`src/rtl/bcm_pkg.sv`:
```
// Shared types and constants for the HUB75 64x16 (1/8 scan) BCM scan path.
package bcm_pkg;

  localparam int unsigned ROWS        = 8;
  localparam int unsigned PLANES      = 8;
  localparam int unsigned ROW_W       = 3;
  localparam int unsigned PLANE_W     = 3;
  localparam int unsigned ADDR_W      = 8;
  // Lower half-panel rows live 8 entries above the upper-half rows.
  localparam int unsigned HALF_OFFSET = 8;

  typedef enum logic [2:0] {
    StIdle,
    StFetch,
    StShiftReq,
    StShiftWait,
    StBlank,
    StLatch,
    StDisplay,
    StAdvance
  } state_e;

  // Colour ROM address layout: {buffer, plane, half (0 = upper), row}.
  function automatic logic [ADDR_W-1:0] rom_addr(input logic               buf_sel,
                                                 input logic [PLANE_W-1:0] plane,
                                                 input logic [ROW_W-1:0]   row);
    return {buf_sel, plane, 1'b0, row};
  endfunction

endpackage

```
`src/rtl/bcm_scan_scheduler_if.sv`:
```
// Scheduler <-> ROM / column shifter / panel pin bundle.
interface bcm_scan_scheduler_if;

  logic                          enable;
  logic                          shift_start;
  logic                          shift_done;
  logic [bcm_pkg::ADDR_W-1:0]    rd_addr_upper;
  logic [bcm_pkg::ADDR_W-1:0]    rd_addr_lower;
  logic [bcm_pkg::ROW_W-1:0]     row_addr;
  logic                          lat;
  logic                          oe_n;
  logic [bcm_pkg::PLANE_W-1:0]   plane;
  logic                          swap_req;
  logic                          swap_ack;
  logic                          frame_done;
  logic                          busy;

  // Scheduler side.
  modport master (
    input  enable, shift_done, swap_req,
    output shift_start, rd_addr_upper, rd_addr_lower, row_addr, lat, oe_n, plane,
           swap_ack, frame_done, busy
  );

  // Environment side (shifter, ROMs, panel, frame-buffer controller).
  modport slave (
    output enable, shift_done, swap_req,
    input  shift_start, rd_addr_upper, rd_addr_lower, row_addr, lat, oe_n, plane,
           swap_ack, frame_done, busy
  );

endinterface

```
`src/rtl/bcm_interval_timer.sv`:
```
// Loadable down-counter shared by every timed wait of the scan scheduler.
// Loading N gives N+1 cycles in the waiting state before expired is seen.
module bcm_interval_timer #(
  parameter int unsigned DISP_W = 16
) (
  input  logic              clk,
  input  logic              rst_n,
  input  logic              load,
  input  logic [DISP_W-1:0] value,
  output logic              expired
);

  logic [DISP_W-1:0] count_q;

  // Load has priority; otherwise count down and hold at zero.
  always_ff @(posedge clk or negedge rst_n) begin
    if (!rst_n) begin
      count_q <= '0;
    end else if (load) begin
      count_q <= value;
    end else if (count_q != '0) begin
      count_q <= count_q - 1'b1;
    end
  end

  assign expired = (count_q == '0);

endmodule

```
`src/rtl/bcm_scan_scheduler.sv`:
```
// BCM scan sequencer: walks bitplane (outer) and row (inner), drives the
// double-buffered ROM addresses, handshakes each row with the column shifter
// and generates blanking, LAT and a binary-weighted OE window per plane.
module bcm_scan_scheduler
  import bcm_pkg::*;
#(
  parameter int unsigned ROM_LAT    = 2,
  parameter int unsigned DEAD_TICKS = 2,
  parameter int unsigned LAT_CYCLES = 1,
  parameter int unsigned BASE_TICKS = 8,
  parameter int unsigned DISP_W     = 16
) (
  input logic                  clk,
  input logic                  rst_n,
  bcm_scan_scheduler_if.master bus
);

  // Configuration sanity: every timed wait needs at least one cycle, and the
  // longest display window must fit the timer.
  if ((longint'(BASE_TICKS) << (PLANES - 1)) > ((longint'(1) << DISP_W) - 1)) begin : g_disp_w_chk
    $error("DISP_W too narrow for BASE_TICKS << (PLANES-1)");
  end
  if (ROM_LAT == 0 || DEAD_TICKS == 0 || LAT_CYCLES == 0 || BASE_TICKS == 0) begin : g_zero_chk
    $error("ROM_LAT, DEAD_TICKS, LAT_CYCLES and BASE_TICKS must be non-zero");
  end

  state_e               state_q;
  logic [ROW_W-1:0]     scan_row_q;
  logic [PLANE_W-1:0]   plane_q;
  logic                 buf_sel_q;
  logic [ROW_W-1:0]     row_addr_q;
  logic                 lat_q;
  logic                 oe_n_q;
  logic                 shift_start_q;
  logic                 swap_ack_q;
  logic                 frame_done_q;
  logic                 busy_q;

  logic                 tmr_load;
  logic [DISP_W-1:0]    tmr_value;
  logic                 tmr_expired;
  logic [DISP_W-1:0]    disp_len;
  logic [ADDR_W-1:0]    addr_upper;
  logic                 last_row;
  logic                 last_plane;

  assign disp_len   = DISP_W'(BASE_TICKS) << plane_q;
  assign last_row   = (scan_row_q == ROW_W'(ROWS - 1));
  assign last_plane = (plane_q == PLANE_W'(PLANES - 1));

  bcm_interval_timer #(
    .DISP_W (DISP_W)
  ) u_timer (
    .clk     (clk),
    .rst_n   (rst_n),
    .load    (tmr_load),
    .value   (tmr_value),
    .expired (tmr_expired)
  );

  // Arm the timer on the same edge that enters a timed state.
  always_comb begin
    tmr_load  = 1'b0;
    tmr_value = '0;
    unique case (state_q)
      StIdle, StAdvance: begin
        if (bus.enable) begin
          tmr_load  = 1'b1;
          tmr_value = DISP_W'(ROM_LAT - 1);
        end
      end
      StShiftWait: begin
        if (bus.shift_done) begin
          tmr_load  = 1'b1;
          tmr_value = DISP_W'(DEAD_TICKS - 1);
        end
      end
      StBlank: begin
        if (tmr_expired) begin
          tmr_load  = 1'b1;
          tmr_value = DISP_W'(LAT_CYCLES - 1);
        end
      end
      StLatch: begin
        if (tmr_expired) begin
          tmr_load  = 1'b1;
          tmr_value = disp_len - 1'b1;
        end
      end
      default: ;
    endcase
  end

  // Scan FSM with registered panel/handshake outputs.
  always_ff @(posedge clk or negedge rst_n) begin
    if (!rst_n) begin
      state_q       <= StIdle;
      scan_row_q    <= '0;
      plane_q       <= '0;
      buf_sel_q     <= 1'b0;
      row_addr_q    <= '0;
      lat_q         <= 1'b0;
      oe_n_q        <= 1'b1;
      shift_start_q <= 1'b0;
      swap_ack_q    <= 1'b0;
      frame_done_q  <= 1'b0;
      busy_q        <= 1'b0;
    end else begin
      shift_start_q <= 1'b0;
      swap_ack_q    <= 1'b0;
      frame_done_q  <= 1'b0;
      unique case (state_q)
        StIdle: begin
          oe_n_q <= 1'b1;
          if (bus.enable) begin
            state_q <= StFetch;
            busy_q  <= 1'b1;
          end
        end
        StFetch: begin
          if (tmr_expired) begin
            state_q       <= StShiftReq;
            shift_start_q <= 1'b1;
          end
        end
        StShiftReq: begin
          state_q <= StShiftWait;
        end
        StShiftWait: begin
          // Row pins move at the start of blanking, with OE already high.
          if (bus.shift_done) begin
            state_q    <= StBlank;
            row_addr_q <= scan_row_q;
          end
        end
        StBlank: begin
          if (tmr_expired) begin
            state_q <= StLatch;
            lat_q   <= 1'b1;
          end
        end
        StLatch: begin
          if (tmr_expired) begin
            state_q <= StDisplay;
            lat_q   <= 1'b0;
            oe_n_q  <= 1'b0;
          end
        end
        StDisplay: begin
          // Counters and pulses land together so they are visible during ADVANCE.
          if (tmr_expired) begin
            state_q <= StAdvance;
            oe_n_q  <= 1'b1;
            if (last_row) begin
              scan_row_q <= '0;
              if (last_plane) begin
                plane_q      <= '0;
                frame_done_q <= 1'b1;
                // Buffer swap only at the frame boundary.
                if (bus.swap_req) begin
                  buf_sel_q  <= ~buf_sel_q;
                  swap_ack_q <= 1'b1;
                end
              end else begin
                plane_q <= plane_q + 1'b1;
              end
            end else begin
              scan_row_q <= scan_row_q + 1'b1;
            end
          end
        end
        StAdvance: begin
          if (bus.enable) begin
            state_q <= StFetch;
          end else begin
            state_q <= StIdle;
            busy_q  <= 1'b0;
          end
        end
        default: state_q <= StIdle;
      endcase
    end
  end

  assign addr_upper        = rom_addr(buf_sel_q, plane_q, scan_row_q);
  assign bus.rd_addr_upper = addr_upper;
  assign bus.rd_addr_lower = addr_upper + ADDR_W'(HALF_OFFSET);
  assign bus.row_addr      = row_addr_q;
  assign bus.lat           = lat_q;
  assign bus.oe_n          = oe_n_q;
  assign bus.plane         = plane_q;
  assign bus.shift_start   = shift_start_q;
  assign bus.swap_ack      = swap_ack_q;
  assign bus.frame_done    = frame_done_q;
  assign bus.busy          = busy_q;

endmodule

```
`src/flat_wrapper.sv`:
```
// flat-port wrapper written by rule: the top's interface ports become plain ports
module bcm_scan_scheduler_flat import bcm_pkg::*;
#(
  parameter int unsigned ROM_LAT    = 2,
  parameter int unsigned DEAD_TICKS = 2,
  parameter int unsigned LAT_CYCLES = 1,
  parameter int unsigned BASE_TICKS = 8,
  parameter int unsigned DISP_W     = 16
)
  (clk, rst_n, bus_enable, bus_shift_done, bus_swap_req, bus_shift_start, bus_rd_addr_upper, bus_rd_addr_lower, bus_row_addr, bus_lat, bus_oe_n, bus_plane, bus_swap_ack, bus_frame_done, bus_busy);
  bcm_scan_scheduler_if bus_i ();
  input logic clk;
  input logic rst_n;
  input wire logic [$bits(bus_i.enable)-1:0] bus_enable;
  input wire logic [$bits(bus_i.shift_done)-1:0] bus_shift_done;
  input wire logic [$bits(bus_i.swap_req)-1:0] bus_swap_req;
  output wire logic [$bits(bus_i.shift_start)-1:0] bus_shift_start;
  output wire logic [$bits(bus_i.rd_addr_upper)-1:0] bus_rd_addr_upper;
  output wire logic [$bits(bus_i.rd_addr_lower)-1:0] bus_rd_addr_lower;
  output wire logic [$bits(bus_i.row_addr)-1:0] bus_row_addr;
  output wire logic [$bits(bus_i.lat)-1:0] bus_lat;
  output wire logic [$bits(bus_i.oe_n)-1:0] bus_oe_n;
  output wire logic [$bits(bus_i.plane)-1:0] bus_plane;
  output wire logic [$bits(bus_i.swap_ack)-1:0] bus_swap_ack;
  output wire logic [$bits(bus_i.frame_done)-1:0] bus_frame_done;
  output wire logic [$bits(bus_i.busy)-1:0] bus_busy;
  assign bus_i.enable = bus_enable;
  assign bus_i.shift_done = bus_shift_done;
  assign bus_i.swap_req = bus_swap_req;
  assign bus_shift_start = bus_i.shift_start;
  assign bus_rd_addr_upper = bus_i.rd_addr_upper;
  assign bus_rd_addr_lower = bus_i.rd_addr_lower;
  assign bus_row_addr = bus_i.row_addr;
  assign bus_lat = bus_i.lat;
  assign bus_oe_n = bus_i.oe_n;
  assign bus_plane = bus_i.plane;
  assign bus_swap_ack = bus_i.swap_ack;
  assign bus_frame_done = bus_i.frame_done;
  assign bus_busy = bus_i.busy;
  bcm_scan_scheduler #(.ROM_LAT(ROM_LAT), .DEAD_TICKS(DEAD_TICKS), .LAT_CYCLES(LAT_CYCLES), .BASE_TICKS(BASE_TICKS), .DISP_W(DISP_W)) u_core (.clk(clk), .rst_n(rst_n), .bus(bus_i));
endmodule
```
`config.mk`:
```
export PLATFORM = sky130hd
export DESIGN_NAME = bcm_scan_scheduler_flat
export DESIGN_NICKNAME = d
export VERILOG_FILES = /design/src/rtl/bcm_pkg.sv /design/src/rtl/bcm_scan_scheduler_if.sv /design/src/rtl/bcm_interval_timer.sv /design/src/rtl/bcm_scan_scheduler.sv /design/src/flat_wrapper.sv
export SDC_FILE = /design/constraint.sdc
export NUM_CORES = 1
export LEC_CHECK = 0
export ABC_AREA = 1
export CORE_AREA = 5 5 88 90
export CTS_BUF_LIST = sky130_fd_sc_hd__clkbuf_4 sky130_fd_sc_hd__clkbuf_8 sky130_fd_sc_hd__clkbuf_16
export CTS_CLUSTER_DIAMETER = 30
export DETAILED_ROUTE_END_ITERATION = 7
export DIE_AREA = 0 0 93 95
export SETUP_SLACK_MARGIN = 0.15
export SYNTH_ARGS = -nofsm -noshare
export SYNTH_HDL_FRONTEND = slang
export SYNTH_HIERARCHICAL = 1
export SYNTH_SLANG_ARGS = --single-unit
export TNS_END_PERCENT = 30
```
`constraint.sdc`:
```
create_clock -name clk -period 3.8 [get_ports clk]
set_input_delay 0.76 -clock clk [delete_from_list [all_inputs] [get_ports clk]]
set_output_delay 0.76 -clock clk [all_outputs]
set_load 0.02 [all_outputs]
```
==> impl_metrics.py, run 1 <==
metrics = {
    "sta": {
        "post-route-period-util_pct": 76.3,
        "tightest_slew_ns": 0.809,
        "fmax_mhz": 345,
        "rsz0062_at_grt": "no",
        "max-slew-margin-rel_pct": 46.1,
        "fin_crit_ns": 2.90,
        "setup_tns_ns": 0,
        "finalHoldViolations": 0,
        "fin_skew_ns": 0.0108,
        "whs_ns": 0.467,
        "setup-violations-final": 0,
        "final_max_slew_viol_count": 0,
    },
    "synth": {
        "seq_area_frac_synth_pct": 35.5,
        "ys_warn_count": 6,
        "synthesis.area_um2": 2470,
        "syn_avg_cell_area_um2": 7.72,
        "synth_area_leaders": "dfrtp_1, nand2_1, inv_1, nand3_1, ha_1",
        "synthCells": 320,
        "yosysTopAreaCell": "dfrtp_1",
        "ys_types": 34,
        "synth_top_cell_area_share_pct": 34.4,
        "synth_seq_cells": 35,
    },
    "drt": {
        "drc": 0,
        "final_antenna_net_count": 0,
        "wire_per_inst_um": 12.3,
        "vias_per_cell": 4.66,
        "firstDrtPassIters": 4,
        "drtIter0Drc": 70,
        "vias": 1985,
        "wirelength_um": 5240,
    },
    "clock_network": {
        "ctsRootBufferMaster": "clkbuf_8",
        "cts_setup_buffers": 0,
        "cts_resized": 0,
        "clkSinkCount": 35,
        "cts_htree_levels": 2,
        "path_clk_slew_ns": 0.07,
        "cts_tree": "done",
        "cts_hold_buf": 0,
        "clk_path_buf_depth": 2,
        "clk_latency_ns": 0.29,
        "numCtsBuffers": 5,
    },
    "place": {
        "place_congestion": 0.768,
        "place_area_um2": 2750,
        "dpl.hpwl_um": 4100,
        "port_buffers": 30,
    },
    "power": {
        "seq_power_share_pct": 33.3,
        "clockPowerShare_pct": 18.8,
        "switching_share_pct": 45.9,
        "p_leak_uw": 0.00144,
        "p_comb_share_pct": 47.9,
        "ir_drop_mv": 0.222,
        "p_per_area_nw_per_um2": 643,
        "p_int_uw": 997,
        "netSwitchingPower_uw": 846,
    },
    "min_path": {
        "holdPathEnd": "u_core/bus.oe_n$_DFFE_PN1P_",
        "min_from": "u_core/bus.oe_n$_DFFE_PN1P_",
        "whs_path_depth": 2,
        "hold_path_class": "flip-flop to flip-flop",
    },
    "job": {
        "maxCapViolations": 0,
    },
    "global_route": {
        "overflow": 0,
        "grt_max_degree": 36,
        "grt_pass1_wl_um": 9090,
        "grt_antenna_before_repair": 0,
        "grt_pass1_vias": 1964,
        "grt.total_usage_pct": 12.9,
    },
    "die": {
        "core_um2": 6980,
        "die_height_um": 95,
        "die_x_um": 93,
        "rows": 31,
        "die_area_um2": 8840,
        "start_util_pct": 35.4,
        "ios": 33,
    },
    "final_layout": {
        "nets": 357,
        "diodes": 0,
        "final_cell_area_um2": 2860,
        "fill_cells": 742,
        "drive_gt1_share_pct": 14.2,
        "layout_commonest_cell": "nand2_1",
        "multi_input_area_um2": 1280,
        "syn_to_final_growth_pct": 16.0,
        "ff_latch_area_um2": 877,
        "layout_common_cells": "nand2_1, inv_1, dfrtp_1, clkdlybuf4s50_1, nor2_1",
    },
    "setup_path": {
        "startpoint_type": "flip-flop",
        "r2r_slack_ns": 0.90,
        "endpoint_kind": "flip-flop",
        "ff2ff_path_depth": 13,
        "path_class": "flip-flop to flip-flop",
        "r2r_end": "u_core/u_timer/count_q[12]$_DFFE_PN0P_",
        "arrival_ns": 3.07,
        "crit_fanout": 20,
        "r2r-start": "u_core/u_timer/count_q[0]$_DFFE_PN0P_",
        "cp_data_required_time_ns": 3.97,
    },
    "outcome": {
        "status": "finished, final reports clean",
    },
}
[cell families (layout without fill, tap and decap cells)]
kind of cell | after synthesis | count (layout) | synth area share, %
AND/OR/NAND/NOR | 172 | 172 | 36.9
AO/OA/AOI/OAI | 34 | 34 | 7.70
other | 2 | 5 | 0.304
adder cells (fa/ha/maj) | 9 | 9 | 4.56
flip-flops | 35 | 35 | 35.5
buffers and inverters | 62 | 83 | 12.9
XOR/XNOR | 6 | 6 | 2.13
[power by group through the flow]
stage,Combinational (µW),Sequential [µW],Clock [µW]
floorplan,765,572,0
global placement,868,618,0
detailed placement,880,620,0
CTS,886,613,358
global route,1000,627,372
finish,883,613,346
[routing by layer]
| layer | up-vias | global-route usage [%] | wire length, µm | share of wire [%] |
|---|---|---|---|---|
| li1 | 1036 | - | - | - |
| met1 | 900 | 16.8 | 2400 | 46 |
| met2 | 44 | 21.6 | 2570 | 49 |
| met3 | 5 | 3.11 | 231 | 4.4 |
| met4 | 0 | 2.93 | 34 | 0.65 |
| met5 | - | 0 | 0 | 0 |
[sequential cells by signal (all words and copies together) (netlist names)]
| signal | cells |
|---|---|
| u_core/bus.oe_n | 1 |
| u_core/bus.busy | 1 |
| u_core/bus.lat | 1 |
| u_core/bus.shift_start | 1 |
| u_core/bus.row_addr | 3 |
| u_core/scan_row_q | 3 |
| u_core/buf_sel_q | 1 |
| u_core/state_q | 3 |
| u_core/bus.plane | 3 |
| u_core/u_timer/count_q | 16 |
| u_core/bus.swap_ack | 1 |
| u_core/bus.frame_done | 1 |
[critical path, cell delays in order, from the launching register on]
cell and delay (ns):
dfrtp_1 0.41, inv_1 0.12, ha_1 0.28, nand2_4 0.11
nor2_4 0.11, nand3_1 0.09, nor3_1 0.47, nand3_1 0.18
nand3_1 0.11, buf_4 0.21, inv_1 0.24, or2_2 0.34
nand2_1 0.07, nor2_1 0.04
[worst max-delay path by stage]
stage                                          startpoint                                     end  depth (start not counted)
detailed placement  u_core/u_timer/count_q[0]$_DFFE_PN0P_  u_core/u_timer/count_q[12]$_DFFE_PN0P_                         13
global route        u_core/u_timer/count_q[0]$_DFFE_PN0P_  u_core/u_timer/count_q[12]$_DFFE_PN0P_                         13
global placement    u_core/u_timer/count_q[0]$_DFFE_PN0P_  u_core/u_timer/count_q[12]$_DFFE_PN0P_                         13
CTS                 u_core/u_timer/count_q[0]$_DFFE_PN0P_  u_core/u_timer/count_q[12]$_DFFE_PN0P_                         13
floorplan           u_core/u_timer/count_q[0]$_DFFE_PN0P_   u_core/u_timer/count_q[3]$_DFFE_PN0P_                         13
finish              u_core/u_timer/count_q[0]$_DFFE_PN0P_  u_core/u_timer/count_q[12]$_DFFE_PN0P_                         13
[metrics by stage]
step           total power [µW]  util (%)  instances  worst slack, ns
2_1_floorplan              1340         -        323             1.51
3_3_place_gp               1490      39.3        418             1.05
3_5_place_dp               1500      39.3        418            0.950
4_1_cts                    1860      41.0        426            0.924
5_1_grt                    2000      41.0        426            0.666
6_report                   1840      41.0        426            0.901
[layout make-up]
class / instances / share of cell area, %
repair buffers: 31 / 10.6
well taps: 82 / 3.58
clock inverters: 2 / 1.22
clock buffers: 6 / 2.88
flip-flops and latches: 35 / 30.6
inverters: 44 / 6.25
multi-input cells: 226 / 44.9
[cell usage after synthesis (all sizes together)]
cell type and n:
nand2 90, inv 43, nor2 37, dfrtp 34
nand3 29, o21ai 24, buf 17, ha 9
nor3 7, a21oi 6, nand4 5, nand3b 3
o21bai 3, xnor2 3, xor2 3, conb 2
a31oi 1, bufinv 1, clkbuf 1, dfstp 1
or2 1
Note: power is estimated with default switching activity, not from simulation.
==> run 2, diff against run 1 <==
- clock period: 3.8 -> 2.7 ns (I/O delays scaled with it)
==> run 2 against run 1 <==
Global-route usage rose by 0.18 points. Cell area fell by 0.31%. Largest power group unchanged. Register-to-register slack got worse by 0.54 ns. Critical endpoint is now u_core/buf_sel_q$_DFFE_PN0P_. Cell count rose by 0.47%. Largest cell class unchanged. Combinational power rose by 44%.
==> impl_metrics.py, run 2 (synthesis gave the netlist of run 1 again) <==
metrics = {
    "outcome": {
        "status": "finished, final reports clean",
    },
    "sta": {
        "rsz0062_at_grt": "no",
        "fin_crit_ns": 2.34,
        "max-slew-margin-rel_pct": 44.5,
        "finalHoldViolations": 0,
        "final_max_slew_viol_count": 0,
        "setup_tns_ns": 0,
        "tightest_slew_ns": 0.833,
        "fin_skew_ns": 0.00839,
        "setup-violations-final": 0,
        "post-route-period-util_pct": 86.7,
        "fmax_mhz": 427,
    },
    "setup_path": {
        "cp_data_required_time_ns": 2.88,
        "endpoint_kind": "flip-flop",
        "worst-path-buf-inv": 3,
        "slowest_delay_ns": 0.41,
        "arrival_ns": 2.52,
        "path_cells": "inv_1, ha_1, nand2_4, nor2_4, nand3_1, nor3_2, buf_4, bufinv_8, nor3_4, nand3_1, nand2_1, nand2_1",
        "startpoint_type": "flip-flop",
        "critical_path.top_delay_family": "simple AND/OR/NAND/NOR gates",
        "crit_slowest_cell": "dfrtp_1",
        "crit_fanout": 6,
        "path_class": "flip-flop to flip-flop",
    },
    "final_layout": {
        "diodes": 0,
        "largest_register_ffs": 16,
        "largest-register": "u_core/u_timer/count_q",
        "drive_gt1_share_pct": 15.0,
        "nets": 359,
        "fill_cells": 729,
        "syn_to_final_growth_pct": 15.6,
        "final_cell_area_um2": 2860,
        "layout_common_cells": "nand2_1, inv_1, dfrtp_1, clkdlybuf4s50_1, nor2_1",
        "layout_commonest_cell": "nand2_1",
    },
    "global_route": {
        "grt_max_degree": 36,
        "grt_pass1_wl_um": 9310,
        "grt_pass1_vias": 2062,
        "grt.total_usage_pct": 13.0,
        "grt_antenna_before_repair": 0,
        "overflow": 0,
    },
    "drt": {
        "firstDrtPassIters": 6,
        "final_antenna_net_count": 0,
        "vias_per_cell": 4.74,
        "drtIter0Drc": 50,
        "drc": 0,
        "vias": 2029,
        "wirelength_um": 5420,
        "wire_per_inst_um": 12.7,
    },
    "place": {
        "place_congestion": 0.866,
        "place_area_um2": 2760,
        "dpl.hpwl_um": 4090,
        "port_buffers": 30,
    },
    "clock_network": {
        "clk_path_buf_depth": 2,
        "clk_latency_ns": 0.29,
        "clkSinkCount": 35,
        "cts_resized": 0,
        "path_clk_slew_ns": 0.08,
        "numCtsBuffers": 5,
        "cts_setup_buffers": 0,
        "cts_htree_levels": 2,
        "cts_hold_buf": 0,
        "cts_tree": "done",
        "ctsRootBufferMaster": "clkbuf_8",
    },
    "die": {
        "die_area_um2": 8840,
        "die_x_um": 93,
        "ios": 33,
        "start_util_pct": 35.4,
        "rows": 31,
        "core_um2": 6980,
        "die_height_um": 95,
    },
    "power": {
        "p_leak_uw": 0.00143,
        "ir_drop_mv": 0.345,
        "p_per_area_nw_per_um2": 885,
    },
    "job": {
        "maxCapViolations": 0,
    },
    "min_path": {
        "hold_path_class": "input port to asynchronous set/reset pin",
    },
}
## run 2: cell types whose count changed in the layout (fill, tap and decap cells not counted)
cell	before	now
buf_4	1	3
bufinv_16	1	0
clkbuf_4	0	1
clkbuf_8	6	5
clkinvlp_4	0	1
nor3_1	6	5
nor3_2	0	1
## run 2: path summary, 6_finish.rpt
path	from	end	slack (ns)	cells after the start
min in group clk	u_core/bus.oe_n$_DFFE_PN1P_	u_core/bus.oe_n$_DFFE_PN1P_	0.48	2
max reg2reg	u_core/u_timer/count_q[0]$_DFFE_PN0P_	u_core/buf_sel_q$_DFFE_PN0P_	0.36	12
min reg2reg	u_core/bus.oe_n$_DFFE_PN1P_	u_core/bus.oe_n$_DFFE_PN1P_	0.48	2
min	rst_n	u_core/u_timer/count_q[12]$_DFFE_PN0P_	0.34	1
max	u_core/u_timer/count_q[0]$_DFFE_PN0P_	u_core/buf_sel_q$_DFFE_PN0P_	0.36	12
max in group asynchronous	rst_n	u_core/bus.plane[1]$_DFFE_PN0P_	1.83	1
## run 2: layer usage
layer / up-vias / wire (µm) / part of all wire, % / global-route usage (%)
met3: 4 / 237 / 4.4 / 3.27
met2: 45 / 2690 / 50 / 23.0
li1: 1037 / - / - / -
met4: 0 / 52 / 0.96 / 2.81
met5: - / 0 / 0 / 0
met1: 943 / 2440 / 45 / 16.1
## run 2: layout make-up
cell class	instances	area (µm²)	area share (%)
repair buffers	33	318	11.1
clock inverters	2	12.5	0.438
well taps	82	103	3.59
inverters	44	179	6.27
flip-flops and latches	35	877	30.7
multi-input cells	226	1290	45.2
clock buffers	6	76.3	2.67
## run 2: per-stage QoR
step / util (%) / instances / hold slack, ns / total power [µW] / setup WS [ns]
6_report: 40.9 / 428 / 0.345 / 2530 / 0.359
2_1_floorplan: - / 323 / 0.244 / 1880 / 0.410
5_1_grt: 40.9 / 428 / 0.416 / 2750 / 0.128
3_5_place_dp: 39.6 / 420 / 0.470 / 2130 / 0.315
4_1_cts: 40.8 / 428 / 0.380 / 2530 / 0.291
3_3_place_gp: 39.6 / 420 / 0.467 / 2110 / 0.404
## run 2: report_power, final
part           total (µW)  switching [µW]  internal, µW
clock network         390             199           190
logic                1270             833           441
registers             862             190           673
==> run 3, diff against run 2 <==
- CTS_BUF_LIST: sky130_fd_sc_hd__clkbuf_4 sky130_fd_sc_hd__clkbuf_8 sky130_fd_sc_hd__clkbuf_16 -> not set
- REMOVE_ABC_BUFFERS: not set -> 1
==> run 3 against run 2 <==
Flip-flop and latch count unchanged. Die area unchanged. Sequential power about the same. Power about the same. Largest power group unchanged.
==> impl_metrics.py, run 3 (synthesis gave the netlist of run 1 again) <==
metrics = {
    "outcome": {
        "status": "finished, final reports clean",
    },
    "setup_path": {
        "startpoint_type": "flip-flop",
        "arrival_ns": 2.53,
        "path_class": "flip-flop to flip-flop",
        "crit_fanout": 8,
        "endpoint_kind": "flip-flop",
        "cp_data_required_time_ns": 2.88,
    },
    "power": {
        "p_per_area_nw_per_um2": 876,
        "ir_drop_mv": 0.381,
        "p_leak_uw": 0.00145,
    },
    "drt": {
        "drtIter0Drc": 93,
        "firstDrtPassIters": 6,
        "drc": 0,
        "vias_per_cell": 4.70,
        "wire_per_inst_um": 11.9,
        "wirelength_um": 5140,
        "vias": 2024,
        "final_antenna_net_count": 0,
    },
    "clock_network": {
        "cts_tree": "done",
        "cts_htree_levels": 2,
        "ctsRootBufferMaster": "clkbuf_8",
        "clkSinkCount": 35,
        "cts_hold_buf": 0,
        "numCtsBuffers": 5,
        "clk_path_buf_depth": 2,
        "path_clk_slew_ns": 0.07,
        "clk_latency_ns": 0.29,
    },
    "die": {
        "die_height_um": 95,
        "rows": 31,
        "start_util_pct": 35.4,
        "core_um2": 6980,
        "ios": 33,
        "die_area_um2": 8840,
        "die_x_um": 93,
    },
    "final_layout": {
        "layout_commonest_cell": "nand2_1",
        "diodes": 0,
        "layout_common_cells": "nand2_1, inv_1, dfrtp_1, clkdlybuf4s50_1, nor2_1",
        "largest_register_ffs": 16,
        "syn_to_final_growth_pct": 16.8,
        "fin_cells": 431,
        "largest-register": "u_core/u_timer/count_q",
        "fill_cells": 715,
        "final_cell_area_um2": 2880,
        "drive_gt1_share_pct": 16.0,
        "final_util_pct": 41.3,
        "nets": 362,
    },
    "job": {
        "maxCapViolations": 0,
    },
    "sta": {
        "final_max_slew_viol_count": 0,
        "setup_tns_ns": 0,
        "fin_crit_ns": 2.35,
        "finalHoldViolations": 0,
        "whs_ns": 0.468,
        "setup-violations-final": 0,
        "fmax_mhz": 426,
        "post-route-period-util_pct": 87.0,
        "rsz0062_at_grt": "no",
        "fin_skew_ns": 0.00235,
    },
    "place": {
        "port_buffers": 30,
        "dp_cells": 420,
        "place_congestion": 0.899,
        "dpl.hpwl_um": 4000,
        "place_area_um2": 2770,
    },
    "global_route": {
        "grt_pass1_vias": 2027,
        "grt.total_usage_pct": 12.6,
        "grt_max_degree": 36,
        "grt_antenna_before_repair": 0,
        "grt_pass1_wl_um": 9020,
        "overflow": 0,
    },
    "min_path": {
        "hold_path_class": "flip-flop to flip-flop",
    },
}
==> run 3: cell types whose count changed in the layout (fill, tap and decap cells not counted), sizes merged <==
cell	before	now
inv	43	42
buf	4	6
clkinv	1	3
clkbuf	6	5
clkdlybuf4s50	29	30
==> run 3: final timing paths <==
path,slack (ns),cells past startpoint,startpoint,end
worst max-delay path,0.35,13,u_core/u_timer/count_q[0]$_DFFE_PN0P_,u_core/u_timer/count_q[12]$_DFFE_PN0P_
max in group asynchronous,1.68,2,rst_n,u_core/bus.oe_n$_DFFE_PN1P_
worst max register to register,0.35,13,u_core/u_timer/count_q[0]$_DFFE_PN0P_,u_core/u_timer/count_q[12]$_DFFE_PN0P_
worst min register to register,0.47,2,u_core/bus.oe_n$_DFFE_PN1P_,u_core/bus.oe_n$_DFFE_PN1P_
worst min-delay path,0.47,2,u_core/bus.oe_n$_DFFE_PN1P_,u_core/bus.oe_n$_DFFE_PN1P_
min in group asynchronous,0.66,2,rst_n,u_core/bus.plane[2]$_DFFE_PN0P_
==> run 3: report_power, final <==
group	switching, µW	internal (µW)
Sequential	189	673
Combinational	832	466
Clock	190	176
Total	1210	1320
==> run 3: critical path: stages, from the launching register on <==
cell        delay, ns
dfrtp_1          0.39
inv_1            0.12
ha_2             0.25
nand2_4          0.10
nor2_4           0.12
nand3_1          0.10
nor3_1           0.15
buf_4            0.16
nand3_1          0.11
nand3_2          0.14
clkinvlp_4       0.18
or2_2            0.31
nand2_1          0.07
nor2_1           0.04
==> run 3: repair_timing <==
| item | CTS | global route |
|---|---|---|
| gates resized for setup | 0 | 3 |
| endpoints found under the hold margin | 0 | 0 |
| setup buffers | 0 | 3 |
| setup endpoints to repair | 0 | 1 |
==> run 3: per-stage QoR <==
stage          worst slack, ns  power [µW]
2_1_floorplan          -0.0773        1820
3_3_place_gp             0.294        2110
3_5_place_dp             0.286        2120
4_1_cts                  0.263        2500
5_1_grt                  0.177        2770
6_report                 0.350        2530
==> run 3: area by class of cell <==
| cell class | instances | area (µm²) | share of cell area [%] |
|---|---|---|---|
| multi-input combinational | 226 | 1290 | 44.8 |
| timing repair buffer | 36 | 345 | 12.0 |
| sequential | 35 | 877 | 30.4 |
| clock buffer | 5 | 68.8 | 2.39 |
| tap | 82 | 103 | 3.56 |
| inverter | 44 | 183 | 6.33 |
| clock inverter | 3 | 15.0 | 0.521 |
==> run 3: routing by layer <==
layer,track usage (%),vias up,routed length (µm)
met5,0,-,0
li1,-,1050,-
met4,5.25,0,142
met1,16.1,914,2370
met3,2.95,10,255
met2,20.6,50,2380
